===== src/rtl/legv8_pkg.sv =====
// Shared LEGv8 decode definitions: instruction format codes, opcode patterns,
// immediate field positions and the stage-A decode helpers.
package legv8_pkg;

    typedef enum logic [2:0] {
        FMT_R  = 3'd0,
        FMT_I  = 3'd1,
        FMT_D  = 3'd2,
        FMT_B  = 3'd3,
        FMT_CB = 3'd4,
        FMT_IW = 3'd5
    } fmt_t;

    // B format, bits [31:26]
    localparam logic [5:0]  OP_B      = 6'b000101;
    localparam logic [5:0]  OP_BL     = 6'b100101;
    // CB format, bits [31:24]
    localparam logic [7:0]  OP_CBZ    = 8'b10110100;
    localparam logic [7:0]  OP_CBNZ   = 8'b10110101;
    localparam logic [7:0]  OP_BCOND  = 8'b01010100;
    // IW format, bits [31:23]
    localparam logic [8:0]  OP_MOVZ   = 9'b110100101;
    localparam logic [8:0]  OP_MOVK   = 9'b111100101;
    // I format, bits [31:22]
    localparam logic [9:0]  OP_ADDI   = 10'b1001000100;
    localparam logic [9:0]  OP_ADDIS  = 10'b1011000100;
    localparam logic [9:0]  OP_SUBI   = 10'b1101000100;
    localparam logic [9:0]  OP_SUBIS  = 10'b1111000100;
    localparam logic [9:0]  OP_ANDI   = 10'b1001001000;
    localparam logic [9:0]  OP_ORRI   = 10'b1011001000;
    localparam logic [9:0]  OP_EORI   = 10'b1101001000;
    localparam logic [9:0]  OP_ANDIS  = 10'b1111001000;
    // D format, bits [31:21]
    localparam logic [10:0] OP_LDUR   = 11'b11111000010;
    localparam logic [10:0] OP_STUR   = 11'b11111000000;
    localparam logic [10:0] OP_LDURSW = 11'b10111000100;
    localparam logic [10:0] OP_STURW  = 11'b10111000000;
    localparam logic [10:0] OP_LDURH  = 11'b01111000010;
    localparam logic [10:0] OP_STURH  = 11'b01111000000;
    localparam logic [10:0] OP_LDURB  = 11'b00111000010;
    localparam logic [10:0] OP_STURB  = 11'b00111000000;

    localparam int IMM26_LSB = 0;
    localparam int IMM26_W   = 26;
    localparam int IMM19_LSB = 5;
    localparam int IMM19_W   = 19;
    localparam int IMM16_LSB = 5;
    localparam int IMM16_W   = 16;
    localparam int HW_LSB    = 21;
    localparam int HW_W      = 2;
    localparam int IMM12_LSB = 10;
    localparam int IMM12_W   = 12;
    localparam int IMM9_LSB  = 12;
    localparam int IMM9_W    = 9;

    typedef struct packed {
        logic [IMM26_W-1:0] imm26;
        logic [IMM19_W-1:0] imm19;
        logic [IMM16_W-1:0] imm16;
        logic [HW_W-1:0]    hw;
        logic [IMM12_W-1:0] imm12;
        logic [IMM9_W-1:0]  imm9;
    } raw_fields_t;

    // Earlier formats win when opcode prefixes overlap.
    function automatic fmt_t decode_fmt(input logic [31:0] instr);
        if (instr[31:26] inside {OP_B, OP_BL})
            return FMT_B;
        if (instr[31:24] inside {OP_CBZ, OP_CBNZ, OP_BCOND})
            return FMT_CB;
        if (instr[31:23] inside {OP_MOVZ, OP_MOVK})
            return FMT_IW;
        if (instr[31:22] inside {OP_ADDI, OP_ADDIS, OP_SUBI, OP_SUBIS,
                                 OP_ANDI, OP_ORRI, OP_EORI, OP_ANDIS})
            return FMT_I;
        if (instr[31:21] inside {OP_LDUR, OP_STUR, OP_LDURSW, OP_STURW,
                                 OP_LDURH, OP_STURH, OP_LDURB, OP_STURB})
            return FMT_D;
        return FMT_R;
    endfunction

    function automatic raw_fields_t extract_fields(input logic [31:0] instr);
        raw_fields_t f;
        f.imm26 = instr[IMM26_LSB +: IMM26_W];
        f.imm19 = instr[IMM19_LSB +: IMM19_W];
        f.imm16 = instr[IMM16_LSB +: IMM16_W];
        f.hw    = instr[HW_LSB    +: HW_W];
        f.imm12 = instr[IMM12_LSB +: IMM12_W];
        f.imm9  = instr[IMM9_LSB  +: IMM9_W];
        return f;
    endfunction

endpackage


===== src/rtl/imm_decode_stage_if.sv =====
// Upstream instruction and downstream immediate handshake bundle of the
// immediate decode stage.
interface imm_decode_stage_if
    import legv8_pkg::*;
#(
    parameter int PC_W = 64
);
    logic            in_valid;
    logic            in_ready;
    logic [31:0]     in_instr;
    logic [PC_W-1:0] in_pc;

    logic            out_valid;
    logic            out_ready;
    logic [63:0]     out_imm;
    fmt_t            out_fmt;
    logic [31:0]     out_instr;
    logic [PC_W-1:0] out_pc;

    modport slave (
        input  in_valid, in_instr, in_pc, out_ready,
        output in_ready, out_valid, out_imm, out_fmt, out_instr, out_pc
    );

    modport master (
        output in_valid, in_instr, in_pc, out_ready,
        input  in_ready, out_valid, out_imm, out_fmt, out_instr, out_pc
    );
endinterface


===== src/rtl/imm_decode_stage_extend.sv =====
// Immediate extension: generic sign/zero extenders and the per-format
// extend-and-shift selector used by stage B.
module sign_extend #(
    parameter int WIDTH = 9
) (
    input  logic [WIDTH-1:0] in_i,
    output logic [63:0]      out_o
);
    assign out_o = {{(64-WIDTH){in_i[WIDTH-1]}}, in_i};
endmodule

module zero_extend #(
    parameter int WIDTH = 12
) (
    input  logic [WIDTH-1:0] in_i,
    output logic [63:0]      out_o
);
    assign out_o = {{(64-WIDTH){1'b0}}, in_i};
endmodule

module imm_extend
    import legv8_pkg::*;
(
    input  fmt_t        fmt_i,
    input  raw_fields_t fields_i,
    output logic [63:0] imm_o
);
    logic [63:0] se26, se19, ze16, ze12, se9;

    sign_extend #(.WIDTH(IMM26_W)) u_se26 (.in_i(fields_i.imm26), .out_o(se26));
    sign_extend #(.WIDTH(IMM19_W)) u_se19 (.in_i(fields_i.imm19), .out_o(se19));
    zero_extend #(.WIDTH(IMM16_W)) u_ze16 (.in_i(fields_i.imm16), .out_o(ze16));
    zero_extend #(.WIDTH(IMM12_W)) u_ze12 (.in_i(fields_i.imm12), .out_o(ze12));
    sign_extend #(.WIDTH(IMM9_W))  u_se9  (.in_i(fields_i.imm9),  .out_o(se9));

    // Branch offsets are word counts; IW places imm16 in halfword slot hw.
    always_comb begin
        unique case (fmt_i)
            FMT_B:   imm_o = se26 << 2;
            FMT_CB:  imm_o = se19 << 2;
            FMT_IW:  imm_o = ze16 << {fields_i.hw, 4'b0000};
            FMT_I:   imm_o = ze12;
            FMT_D:   imm_o = se9;
            default: imm_o = 64'd0;
        endcase
    end
endmodule


===== src/rtl/imm_decode_stage.sv =====
// Two-stage LEGv8 immediate generator: stage A classifies the format and
// latches raw fields, stage B extends/shifts and drives the result.
module imm_decode_stage
    import legv8_pkg::*;
#(
    parameter int PC_W = 64
) (
    input  logic                clk,
    input  logic                reset_n,
    input  logic                flush,
    imm_decode_stage_if.slave   bus
);
    logic            valid_a_q, valid_a_d;
    fmt_t            fmt_a_q, fmt_a_d;
    raw_fields_t     fields_a_q, fields_a_d;
    logic [31:0]     instr_a_q, instr_a_d;
    logic [PC_W-1:0] pc_a_q, pc_a_d;

    logic            valid_b_q, valid_b_d;
    fmt_t            fmt_b_q, fmt_b_d;
    logic [63:0]     imm_b_q, imm_b_d;
    logic [31:0]     instr_b_q, instr_b_d;
    logic [PC_W-1:0] pc_b_q, pc_b_d;

    logic            adv_a, adv_b;
    logic [63:0]     imm_ext;

    assign adv_b = !valid_b_q || bus.out_ready;
    assign adv_a = !valid_a_q || adv_b;

    imm_extend u_extend (
        .fmt_i    (fmt_a_q),
        .fields_i (fields_a_q),
        .imm_o    (imm_ext)
    );

    always_comb begin
        // NOTE: every next-state starts as its current value so no path leaves a latch.
        valid_a_d  = valid_a_q;
        fmt_a_d    = fmt_a_q;
        fields_a_d = fields_a_q;
        instr_a_d  = instr_a_q;
        pc_a_d     = pc_a_q;
        valid_b_d  = valid_b_q;
        fmt_b_d    = fmt_b_q;
        imm_b_d    = imm_b_q;
        instr_b_d  = instr_b_q;
        pc_b_d     = pc_b_q;

        if (adv_a) begin
            valid_a_d = bus.in_valid;
            if (bus.in_valid) begin
                fmt_a_d    = decode_fmt(bus.in_instr);
                fields_a_d = extract_fields(bus.in_instr);
                instr_a_d  = bus.in_instr;
                pc_a_d     = bus.in_pc;
            end
        end

        if (adv_b) begin
            valid_b_d = valid_a_q;
            if (valid_a_q) begin
                fmt_b_d   = fmt_a_q;
                imm_b_d   = imm_ext;
                instr_b_d = instr_a_q;
                pc_b_d    = pc_a_q;
            end
        end

        // Squash beats acceptance; data may keep stale values under a cleared valid.
        if (flush) begin
            valid_a_d = 1'b0;
            valid_b_d = 1'b0;
        end
    end

    always_ff @(posedge clk or negedge reset_n) begin
        if (!reset_n) begin
            // NOTE: non-blocking assignments keep every register sampling pre-edge values.
            valid_a_q  <= 1'b0;
            fmt_a_q    <= FMT_R;
            fields_a_q <= '0;
            instr_a_q  <= '0;
            pc_a_q     <= '0;
            valid_b_q  <= 1'b0;
            fmt_b_q    <= FMT_R;
            imm_b_q    <= '0;
            instr_b_q  <= '0;
            pc_b_q     <= '0;
        end else begin
            valid_a_q  <= valid_a_d;
            fmt_a_q    <= fmt_a_d;
            fields_a_q <= fields_a_d;
            instr_a_q  <= instr_a_d;
            pc_a_q     <= pc_a_d;
            valid_b_q  <= valid_b_d;
            fmt_b_q    <= fmt_b_d;
            imm_b_q    <= imm_b_d;
            instr_b_q  <= instr_b_d;
            pc_b_q     <= pc_b_d;
        end
    end

    assign bus.in_ready  = adv_a;
    assign bus.out_valid = valid_b_q;
    assign bus.out_imm   = imm_b_q;
    assign bus.out_fmt   = fmt_b_q;
    assign bus.out_instr = instr_b_q;
    assign bus.out_pc    = pc_b_q;

endmodule


===== src/flat_wrapper.sv =====
// flat-port wrapper written by rule: the top's interface ports become plain ports
module imm_decode_stage_flat import legv8_pkg::*;
#(
    parameter int PC_W = 64
)
  (clk, reset_n, flush, bus_in_valid, bus_in_instr, bus_in_pc, bus_out_ready, bus_in_ready, bus_out_valid, bus_out_imm, bus_out_fmt, bus_out_instr, bus_out_pc);
  imm_decode_stage_if #(.PC_W(PC_W)) bus_i ();
  input  logic clk;
  input  logic reset_n;
  input  logic flush;
  input wire logic [$bits(bus_i.in_valid)-1:0] bus_in_valid;
  input wire logic [$bits(bus_i.in_instr)-1:0] bus_in_instr;
  input wire logic [$bits(bus_i.in_pc)-1:0] bus_in_pc;
  input wire logic [$bits(bus_i.out_ready)-1:0] bus_out_ready;
  output wire logic [$bits(bus_i.in_ready)-1:0] bus_in_ready;
  output wire logic [$bits(bus_i.out_valid)-1:0] bus_out_valid;
  output wire logic [$bits(bus_i.out_imm)-1:0] bus_out_imm;
  output wire logic [$bits(bus_i.out_fmt)-1:0] bus_out_fmt;
  output wire logic [$bits(bus_i.out_instr)-1:0] bus_out_instr;
  output wire logic [$bits(bus_i.out_pc)-1:0] bus_out_pc;
  assign bus_i.in_valid = bus_in_valid;
  assign bus_i.in_instr = bus_in_instr;
  assign bus_i.in_pc = bus_in_pc;
  assign bus_i.out_ready = bus_out_ready;
  assign bus_in_ready = bus_i.in_ready;
  assign bus_out_valid = bus_i.out_valid;
  assign bus_out_imm = bus_i.out_imm;
  assign bus_out_fmt = bus_i.out_fmt;
  assign bus_out_instr = bus_i.out_instr;
  assign bus_out_pc = bus_i.out_pc;
  imm_decode_stage #(.PC_W(PC_W)) u_core (.clk(clk), .reset_n(reset_n), .flush(flush), .bus(bus_i));
endmodule

===== config.mk =====
export PLATFORM = sky130hd
export DESIGN_NAME = imm_decode_stage_flat
export DESIGN_NICKNAME = d
export VERILOG_FILES = /design/src/rtl/legv8_pkg.sv /design/src/rtl/imm_decode_stage_if.sv /design/src/rtl/imm_decode_stage_extend.sv /design/src/rtl/imm_decode_stage.sv /design/src/flat_wrapper.sv
export SDC_FILE = /design/constraint.sdc
export NUM_CORES = 1
export LEC_CHECK = 0
export CORE_AREA = 4 4 170 172
export CTS_BUF_LIST = sky130_fd_sc_hd__clkbuf_4
export DETAILED_ROUTE_END_ITERATION = 16
export DIE_AREA = 0 0 174 176
export PLACE_DENSITY_LB_ADDON = 0.15
export SETUP_SLACK_MARGIN = 0.15
export SYNTH_ARGS = -nofsm -noshare
export SYNTH_HDL_FRONTEND = slang
export SYNTH_SLANG_ARGS = --single-unit

===== constraint.sdc =====
create_clock -name clk -period 2.85 [get_ports clk]
set_input_delay 0.285 -clock clk [delete_from_list [all_inputs] [get_ports clk]]
set_output_delay 0.285 -clock clk [all_outputs]
set_load 0.02 [all_outputs]

==> impl_metrics.ini <==
[synth]
ys_seq_elements = 264
synth.most_common_cell = nand2_1
synth_top_family_by_area = simple AND/OR/NAND/NOR gates
synth_fp_nets = 1042
synth_area_leaders = dfrtp_1, mux2_2, nand2_1
muxShareOfSynthArea_pct = 12.14
synth_enable_flop_cells = 0
synth_top_area_share_pct = 60.68
synth_compound_area_share_pct = 9.975
synth_cell_types = 52
synth_seq_area_share_pct = 60.68
synth_top_cell_by_area = dfrtp_1
ys.warnings.count = 0
async_flop_share_pct = 100.0
synth-simple-area-share_pct = 13.23
synth_area_per_cell_sq_um = 11.57
synth_common_cells = nand2_1, dfrtp_1, mux2_2, buf_2, a221o_1
synth_top_flop_cell = dfrtp_1
netlist_instances = 941
netlist_area_sq_mm = 0.01089
synth-xor-area-share_pct = 0
synthAdderAreaFrac_pct = 0

[routing]
drtIter0Drc = 485
wire_per_inst_um = 18.39
vias = 8137
ant_nets = 0
drc = 0
wl_mm = 29.72
first_pass_iters = 5
avgViaCountPerCell = 5.035

[power_and_ir_drop]
p_clk_share_pct = 33.5
p_int_mw = 7.028
comb_power_share_pct = 20.3
switching_share_pct = 28.57
p_seq_share_pct = 46.2
p_total_mw = 9.838
p_leak_nw = 6.726
power_switching_mw = 2.810
ir_worst_vdd_mv = 0.4253
power.density_mw_per_mm2 = 668.2

[timing]
period_minus_slack_ns = 2.301
tightest_slew_ns = 0.6301
maxSlewViolCount = 0
setup_violations = 0
rsz0062_at_grt = false
achievable-frequency_mhz = 434.5
fin_skew_ns = 0.04157
hold_viol = 0
tns_ns = 0
max_slew_margin_pct = 57.99
finalCritPeriodShare_pct = 80.75

[cells_and_area]
nFillCells = 2489
finalNonFillerCells = 1616
final_nets = 1328
syn2layout_area_growth_pct = 35.23
drive_above_1_share_pct = 20.72

[critical_path]
startpoint = u_core.valid_a_q
cp-start-kind = flip-flop
cp_max_fo = 4
crit_arrival_ns = 2.02
critPathKind = reg2out
cp.required_ns = 2.57
end_kind = primary output
rr_startpoint = u_core.fmt_a_q[1]

[die]
core_area_sq_mm = 0.02748
row_count = 61
io_pins = 266
dieArea_sq_mm = 0.03062
start_util_pct = 39.63
die_h_um = 176
die_x_um = 174

[clock_network]
clk_pin_slew_ns = 0.06
cts.path.max_buffers = 3
clk_latency_ns = 0.65
ctsHtreeMaxLevel = 3
cts_sinks = 264
postCtsSetupBuffers = 0
cts_tree = built
postCtsHoldBufs = 1
root_buffer = clkbuf_4
cts_buffers = 72
cts-resized-gates = 0

[run]
cap_violations = 0

[global_route]
overflow = 0
grt_use_total_pct = 19.36
grt_antenna_before_repair = 5
grt_max_degree = 83
grt_pass1_vias = 8486
grt_first_pass_wirelength_mm = 47.33

[hold_path]
min-delay-start = bus_in_pc[51]
min_path_type = in2reg

[placement]
numPortBuffers = 265
dp.cells = 1498
dp_hpwl_mm = 19.69
gp_congestion = 0.8616

[status]
status = complete, no violations
## kinds of logic after synthesis
kind of cell,count (synthesis)
compound gates,134
buf+inv,82
flops,264
mux,118
simple gates,343
## power by group through the flow
| stage | logic (mW) | registers (mW) | clock network [mW] |
|---|---|---|---|
| 2_1_floorplan | 0.645 | 4.85 | 0 |
| 3_3_place_gp | 2.01 | 4.60 | 0 |
| 3_5_place_dp | 2.02 | 4.61 | 0 |
| 4_1_cts | 2.03 | 4.55 | 3.43 |
| 5_1_grt | 2.15 | 4.60 | 3.66 |
| 6_report | 2.00 | 4.54 | 3.30 |
## worst max-delay path: stages (launching register included)
cell             delay (ns)
dfrtp_1                0.49
nand3b_1               0.25
clkdlybuf4s50_1        0.65
## final timing paths
path                            cells past startpoint  slack, ns                        to
worst min register to register                      2       0.47         u_core.pc_a_q[22]
worst min-delay path                                3       0.16         u_core.pc_a_q[51]
worst max-delay path                                2       0.55              bus_in_ready
min in group asynchronous                           2       0.24  u_core.bus.out_instr[24]
worst max register to register                      5       0.76    u_core.bus.out_imm[30]
max in group asynchronous                           3       1.74     u_core.bus.out_pc[10]
## placed cells by master, fill, tap and decap left out, types with 2 or more instances in the layout
master,netlist,layout
nand2_1,306,306
clkdlybuf4s50_1,0,264
dfrtp_1,264,264
mux2_2,112,112
clkbuf_4,0,102
a221o_1,37,37
o21ai_0,19,19
buf_4,0,18
a21oi_1,15,15
a22oi_1,13,13
a221oi_1,12,12
clkinv_1,0,9
nand2b_1,6,6
o211ai_2,6,6
a222oi_1,6,6
a211oi_1,6,6
mux2i_1,6,6
buf_12,0,6
a21o_1,5,5
inv_1,4,4
nor2_1,4,4
nor2b_1,3,3
o21ai_1,3,3
a22o_1,3,3
nor3_1,2,2
and3_1,2,2
inv_2,0,2
bufinv_16,0,2
## stage by stage
stage,setup slack [ns],utilization [%],hold WS [ns],instance area (sq um)
after global routing,0.4362,53.59,0.1023,14720
after global placement,0.5672,50.36,0.3230,13840
after detailed placement,0.5723,50.36,0.3160,13840
after CTS,0.4694,53.58,0.08378,14720
final,0.5486,53.59,0.1579,14720
after floorplan,1.168,-,-0.01059,10890
## sequential cells by signal (all words and copies together), names as in the netlist
register and cells:
u_core.instr_a_q 32, u_core.bus.out_valid 1, u_core.fmt_a_q 3, u_core.bus.out_pc 64, u_core.bus.out_instr 32, u_core.valid_a_q 1, u_core.pc_a_q 64, u_core.bus.out_fmt 3
u_core.bus.out_imm 64
## area by class of cell
cell class	instances	area, sq um	area share [%]
antenna	1	2.502	0.01700
clock buffer	102	765.7	5.201
clock inverter	14	110.1	0.7478
inverter	4	15.01	0.1020
multi-input combinational	595	3869	26.27
sequential	264	6606	44.87
tap	346	432.9	2.940
timing repair buffer	290	2923	19.85
## metal layers
layer | wire length, um | GRT usage, %
met1 | 12410 | 24.57
met5 | 53 | 0
met3 | 3035 | 8.223
met4 | 444 | 6.038
met2 | 13770 | 30.36
(Power assumes the default switching activity.)
==> variant 1, RTL diff (same flow settings) <==
Set the package constant `IMM9_W` to 7 (it was 9).
--- a/src/rtl/legv8_pkg.sv
+++ b/src/rtl/legv8_pkg.sv
@@ -53,3 +53,3 @@
     localparam int IMM9_LSB  = 12;
-    localparam int IMM9_W    = 9;
+    localparam int IMM9_W    = 7;
 
Formal check against the unedited RTL: not equivalent (a bounded check fails within 4 cycles, from zero or initial values and one cycle with reset_n low).
==> variant 1 against the unedited design <==
- power fell by 3.7%
- largest cell class unchanged
- setup slack got worse by 22 ps
- first-iteration DRC count rose by 51%
- register-to-register slack got worse by 110 ps
- sequential cell count did not move
- combinational power fell by 11%
- synthesized area barely moved
- hold slack got worse by 5.8 ps
- clock power fell by 2%
- routed wire length rose by 10%
- cell area fell by 0.13%
- critical path type unchanged
==> variant 1: results (changes against the unedited design) <==
Synthesis
The unique cell type count in the Yosys netlist was 55 (was 52). The sequential fraction of the synthesis area is 60.65% (was 60.68%). The post-synth net total is 1276 (was 1042).

Top cells by area, synth: sky130_fd_sc_hd__dfrtp_1, sky130_fd_sc_hd__nand2_1, sky130_fd_sc_hd__a221o_1 (was sky130_fd_sc_hd__dfrtp_1, sky130_fd_sc_hd__mux2_2, sky130_fd_sc_hd__nand2_1). The gate count after technology mapping is 1175 (was 941). Most instantiated cells after synthesis: sky130_fd_sc_hd__nand2_1, sky130_fd_sc_hd__dfrtp_1, sky130_fd_sc_hd__clkbuf_1, sky130_fd_sc_hd__a221o_1, sky130_fd_sc_hd__buf_2 (was sky130_fd_sc_hd__nand2_1, sky130_fd_sc_hd__dfrtp_1, sky130_fd_sc_hd__mux2_2, sky130_fd_sc_hd__buf_2, sky130_fd_sc_hd__a221o_1). The fraction of registers with async set/reset is 100.0% (unchanged).

Run status
Status: finished clean (unchanged).

GRT
The maximum number of pins on one net before global-route repair is 93 (was 83). The wire length of the first global-routing pass was 52450 um (was 47330 um). The global-route total usage across every layer is 21.35% (was 19.36%). The number of antenna violations at the first check in global routing is 2 (was 5). The via count of the first global-routing pass came to 9442 (was 8486).

Placed design
The HPWL reported at the end of detailed placement was 21740 um (was 19690 um). The last weighted congestion value of the routability-driven placer is 0.8592 (was 0.8616). The number of placed cells counting well taps is 1718 (was 1498). The worst setup slack after placement is 699.6 ps (was 572.3 ps).

Pwr
The maximum resistive drop on vdd is 0.3148 mV (was 0.4253 mV). The leakage power total is 7.184 nW (was 6.726 nW).

Setup path
The slowest cell on the critical path is sky130_fd_sc_hd__clkdlybuf4s50_1 (unchanged). The longest individual stage delay on the worst path was 670 ps (was 650 ps). The maximum fanout along the worst path was 6 (was 4). The dominant delay contributor by cell family on the critical path is buffers and inverters (unchanged). The worst reg-to-reg setup slack is 650 ps (was 760 ps).

The destination of the worst register-to-register timing path is u_core.bus.out_imm[56] (was u_core.bus.out_imm[30]). The arrival time reported for the critical path endpoint came to 2040 ps (was 2020 ps).

Cells and area
The fraction of final layout cells with drive strength greater than 1 is 9.450% (was 20.72%). The layout net count is 1547 (was 1328).

Route
The iteration count of the initial detailed-routing pass was 6 (was 5). The count of routing violations after the opening detailed-route iteration is 733 (was 485). The final wirelength is 32780 um (was 29720 um).

The average detailed-routed wire length per instance is 17.82 um (was 18.39 um). The per-cell via count in the routed design was 5.076 (was 5.035).

CTS
The CTS H-tree depth is 3 (unchanged). The post-cts repair resize count is 0 (unchanged). The number of buffers created by CTS is 71 (was 72). The clock edge transition at the registers on the reported setup and hold paths is 70 ps.

Timing
The post-route clock skew was 29.57 ps (was 41.57 ps). The share of the clock period used by the worst path after layout is 81.51% (was 80.75%). The worst slew margin relative to its limit is 51.56% (was 57.99%).

Die
The die width is 174 um (unchanged).
==> variant 1: cell count changes after synthesis, sizes merged, moves of 8 or more <==
cell,delta
a21oi,+8
a22oi,-8
buf,-10
clkbuf,+23
mux2,-111
nand2,+304
nor2,+20
==> variant 1: through the flow <==
stage               hold WS, ps  cell area, um2
floorplan                -10.59           10890
global placement          299.0           13840
detailed placement        292.7           13840
CTS                       91.61           14700
global route              100.5           14700
finish                    152.2           14710
==> variant 1: power by group <==
| group | switching, mW | internal (mW) | total [mW] |
|---|---|---|---|
| combinational | 0.968 | 0.800 | 1.77 |
| clock | 1.53 | 1.69 | 3.22 |
| sequential | 0.343 | 4.14 | 4.49 |
| total | 2.84 | 6.63 | 9.48 |
==> variant 1: logic make-up after synthesis <==
kind of cell | after synthesis | share of synthesized area (%)
AOI/OAI and AO/OA | 131 | 9.545
xor gates and xnor gates | 1 | 0.08042
buffers and inverters | 94 | 4.123
DFF | 264 | 60.65
muxes | 10 | 0.9304
and+or+nand+nor | 675 | 24.67
==> variant 1: final cells by class <==
type                    count  area, um2
flip-flops and latches    264       6606
diodes                      2      5.005
fillers                  2620      12770
repair buffers            289       2928
clock inverters            27      163.9
well taps                 346      432.9
clock buffers              92      690.7
inverters                   3      11.26
multi-input cells         817       3867
==> variant 1: worst register-to-register path: stages, from the launching register on <==
cell	delay (ps)
sky130_fd_sc_hd__dfrtp_1	570
sky130_fd_sc_hd__nor3b_4	700
sky130_fd_sc_hd__nand2_2	140
sky130_fd_sc_hd__a21oi_4	150
sky130_fd_sc_hd__buf_4	370
sky130_fd_sc_hd__a221o_1	190
==> variant 1: per-layer routing <==
| metal | routed length, um | track usage, % |
|---|---|---|
| met3 | 2876 | 7.687 |
| met4 | 592 | 6.104 |
| met2 | 14890 | 32.57 |
| met1 | 14410 | 29.00 |
| met5 | 13 | 0 |
==> variant 1: how the worst min path moves through the flow <==
stage | to | from | depth (start not counted)
after floorplan | u_core.bus.out_fmt[0] | reset_n | 0
after global placement | u_core.pc_a_q[24] | reset_n | 1
after detailed placement | u_core.pc_a_q[26] | reset_n | 1
after CTS | u_core.pc_a_q[18] | bus_in_pc[18] | 3
after global routing | u_core.pc_a_q[24] | bus_in_pc[24] | 3
final | u_core.pc_a_q[18] | bus_in_pc[18] | 3
==> variant 2, RTL diff (same settings) <==
Without the edit above. Reset style: synchronous (`reset_n`), changed in one clocked block.
--- a/src/rtl/imm_decode_stage.sv
+++ b/src/rtl/imm_decode_stage.sv
@@ -76,3 +76,3 @@
 
-    always_ff @(posedge clk or negedge reset_n) begin
+    always_ff @(posedge clk) begin
         if (!reset_n) begin
Behaviour: differs if reset_n is asserted again (counterexample within 4 cycles, from zero or initial values and one cycle with reset_n low); with reset_n held inactive, the same outputs for 4 cycles.
==> variant 2 against the unedited design <==
- via count grew 18%
- sequential cell count unchanged
- largest cell class unchanged
- routed wire length grew 12%
- non-clock buffer count down 9
- setup slack better by 69 ps
- final cell count increased by 17%
- synthesized area decreased by 5.3%
- cell area down 4.5%
- clock skew is 1.6 ps higher
- highest routed layer unchanged
Power is not compared: it rests on default switching activity, and its combinational part moved more than twofold at a synthesized area within 25%.
==> variant 2: results (changes against the unedited design) <==
Run status
Status: finished clean (unchanged).

Placed design
The last weighted congestion value of the routability-driven placer is 0.9062 (was 0.8616). The HPWL reported at the end of detailed placement is 21890 um (was 19690 um).

GRT
The global-route total usage across every layer was 20.93% (was 19.36%). The number of antenna violations at the first check in global routing is 4 (was 5). The wire length of the first global-routing pass was 51820 um (was 47330 um).

The maximum number of pins on one net before global-route repair is 133 (was 83). The via count of the first global-routing pass is 9482 (was 8486).

Synthesis
The fraction of registers with async set/reset is 0% (was 100.0%). The most used flip-flop cell after synthesis is sky130_fd_sc_hd__dfxtp_1 (was sky130_fd_sc_hd__dfrtp_1). The post-synth net total is 1341 (was 1042). The unique cell type count in the Yosys netlist was 51 (was 52). Top cells by area, synth: sky130_fd_sc_hd__dfxtp_1, sky130_fd_sc_hd__nand2_1, sky130_fd_sc_hd__a21oi_1 (was sky130_fd_sc_hd__dfrtp_1, sky130_fd_sc_hd__mux2_2, sky130_fd_sc_hd__nand2_1).

Most instantiated cells after synthesis: sky130_fd_sc_hd__nand2_1, sky130_fd_sc_hd__dfxtp_1, sky130_fd_sc_hd__a21oi_1, sky130_fd_sc_hd__clkbuf_1, sky130_fd_sc_hd__a21boi_0 (was sky130_fd_sc_hd__nand2_1, sky130_fd_sc_hd__dfrtp_1, sky130_fd_sc_hd__mux2_2, sky130_fd_sc_hd__buf_2, sky130_fd_sc_hd__a221o_1).

Timing
The transition time at the pin with the least slew margin is 793.7 ps (was 630.1 ps).

CTS
The number of buffers created by CTS was 73 (was 72). The clock insertion delay at the later pin of the skew report is 680 ps (was 650 ps).

Route
The average detailed-routed wire length per instance is 17.69 um (was 18.39 um). The per-cell via count in the routed design was 5.101 (was 5.035).

Setup path
The arrival time reported for the critical path endpoint came to 1950 ps (was 2020 ps). The startpoint of the most critical register-to-register path was u_core.fmt_a_q[1] (unchanged). The critical path startpoint is u_core.valid_a_q (unchanged).

The destination of the worst register-to-register timing path is u_core.bus.out_imm[44] (was u_core.bus.out_imm[30]). The worst reg-to-reg setup slack is 630 ps (was 760 ps).

Cells and area
The layout filler cell count was 2717 (was 2489). The layout net count was 1589 (was 1328).
==> variant 2: changes by cell type after synthesis, moves of 43 or more <==
cell	before	now
sky130_fd_sc_hd__clkbuf_1	19	64
sky130_fd_sc_hd__a21oi_1	15	156
sky130_fd_sc_hd__a32o_1	0	43
sky130_fd_sc_hd__dfxtp_1	0	264
sky130_fd_sc_hd__a21boi_0	1	58
sky130_fd_sc_hd__dfrtp_1	264	0
sky130_fd_sc_hd__nand2_1	306	418
sky130_fd_sc_hd__mux2_2	112	0
==> variant 2: area by class of cell <==
class | instances | area (um2) | area share, %
Timing Repair Buffer | 281 | 2845 | 20.23
Inverter | 6 | 25.02 | 0.1780
Clock buffer | 108 | 810.8 | 5.766
Tap cell | 346 | 432.9 | 3.079
Sequential cell | 264 | 5285 | 37.58
Multi-Input combinational cell | 862 | 4514 | 32.10
Antenna cell | 3 | 7.507 | 0.05339
Clock inverter | 15 | 141.4 | 1.005
==> variant 2: how the worst min path moves through the flow <==
| stage | start | end | slack (ps) | cells past startpoint |
|---|---|---|---|---|
| global route | bus_in_pc[14] | u_core.pc_a_q[14] | 110 | 3 |
| global placement | u_core.pc_a_q[11] | u_core.bus.out_pc[11] | 440 | 2 |
| CTS | reset_n | u_core.pc_a_q[35] | 80 | 2 |
| detailed placement | u_core.pc_a_q[5] | u_core.bus.out_pc[5] | 440 | 2 |
| floorplan | bus_in_valid | u_core.valid_a_q | 410 | 2 |
| finish | reset_n | u_core.pc_a_q[35] | 150 | 2 |
==> variant 2: through the flow <==
stage	worst slack (ps)	cell area, um2	utilization (%)	total power [mW]	instances
2_1_floorplan	1208	10320	-	4.264	1240
3_3_place_gp	659.4	13100	47.69	4.594	1759
3_5_place_dp	630.2	13100	47.69	4.596	1759
4_1_cts	542.1	14050	51.15	8.182	1882
5_1_grt	429.6	14060	51.18	8.433	1885
6_report	617.5	14060	51.18	8.055	1885
==> variant 2: cell families after synthesis <==
logic type / synth area share (%)
xor gates and xnor gates: 0.1698
and+or+nand+nor: 19.99
AOI/OAI and AO/OA: 23.26
DFF: 51.23
buffers and inverters: 5.203
muxes: 0.1455
==> variant 2: layer usage <==
layer | up-vias | GRT usage (%) | part of all wire [%]
met2 | 330 | 34.10 | 48
met3 | 63 | 7.152 | 7.9
met1 | 4448 | 25.49 | 41
li1 | 4772 | - | -
met4 | 2 | 8.611 | 2.6
met5 | - | 0 | 0.024
==> variant 2: where the power goes <==
part / switching (mW) / leakage (nW) / internal, mW
clock network: 1.55 / 0.564 / 2.00
registers: 0.0798 / 2.15 / 3.79
logic: 0.363 / 2.25 / 0.279
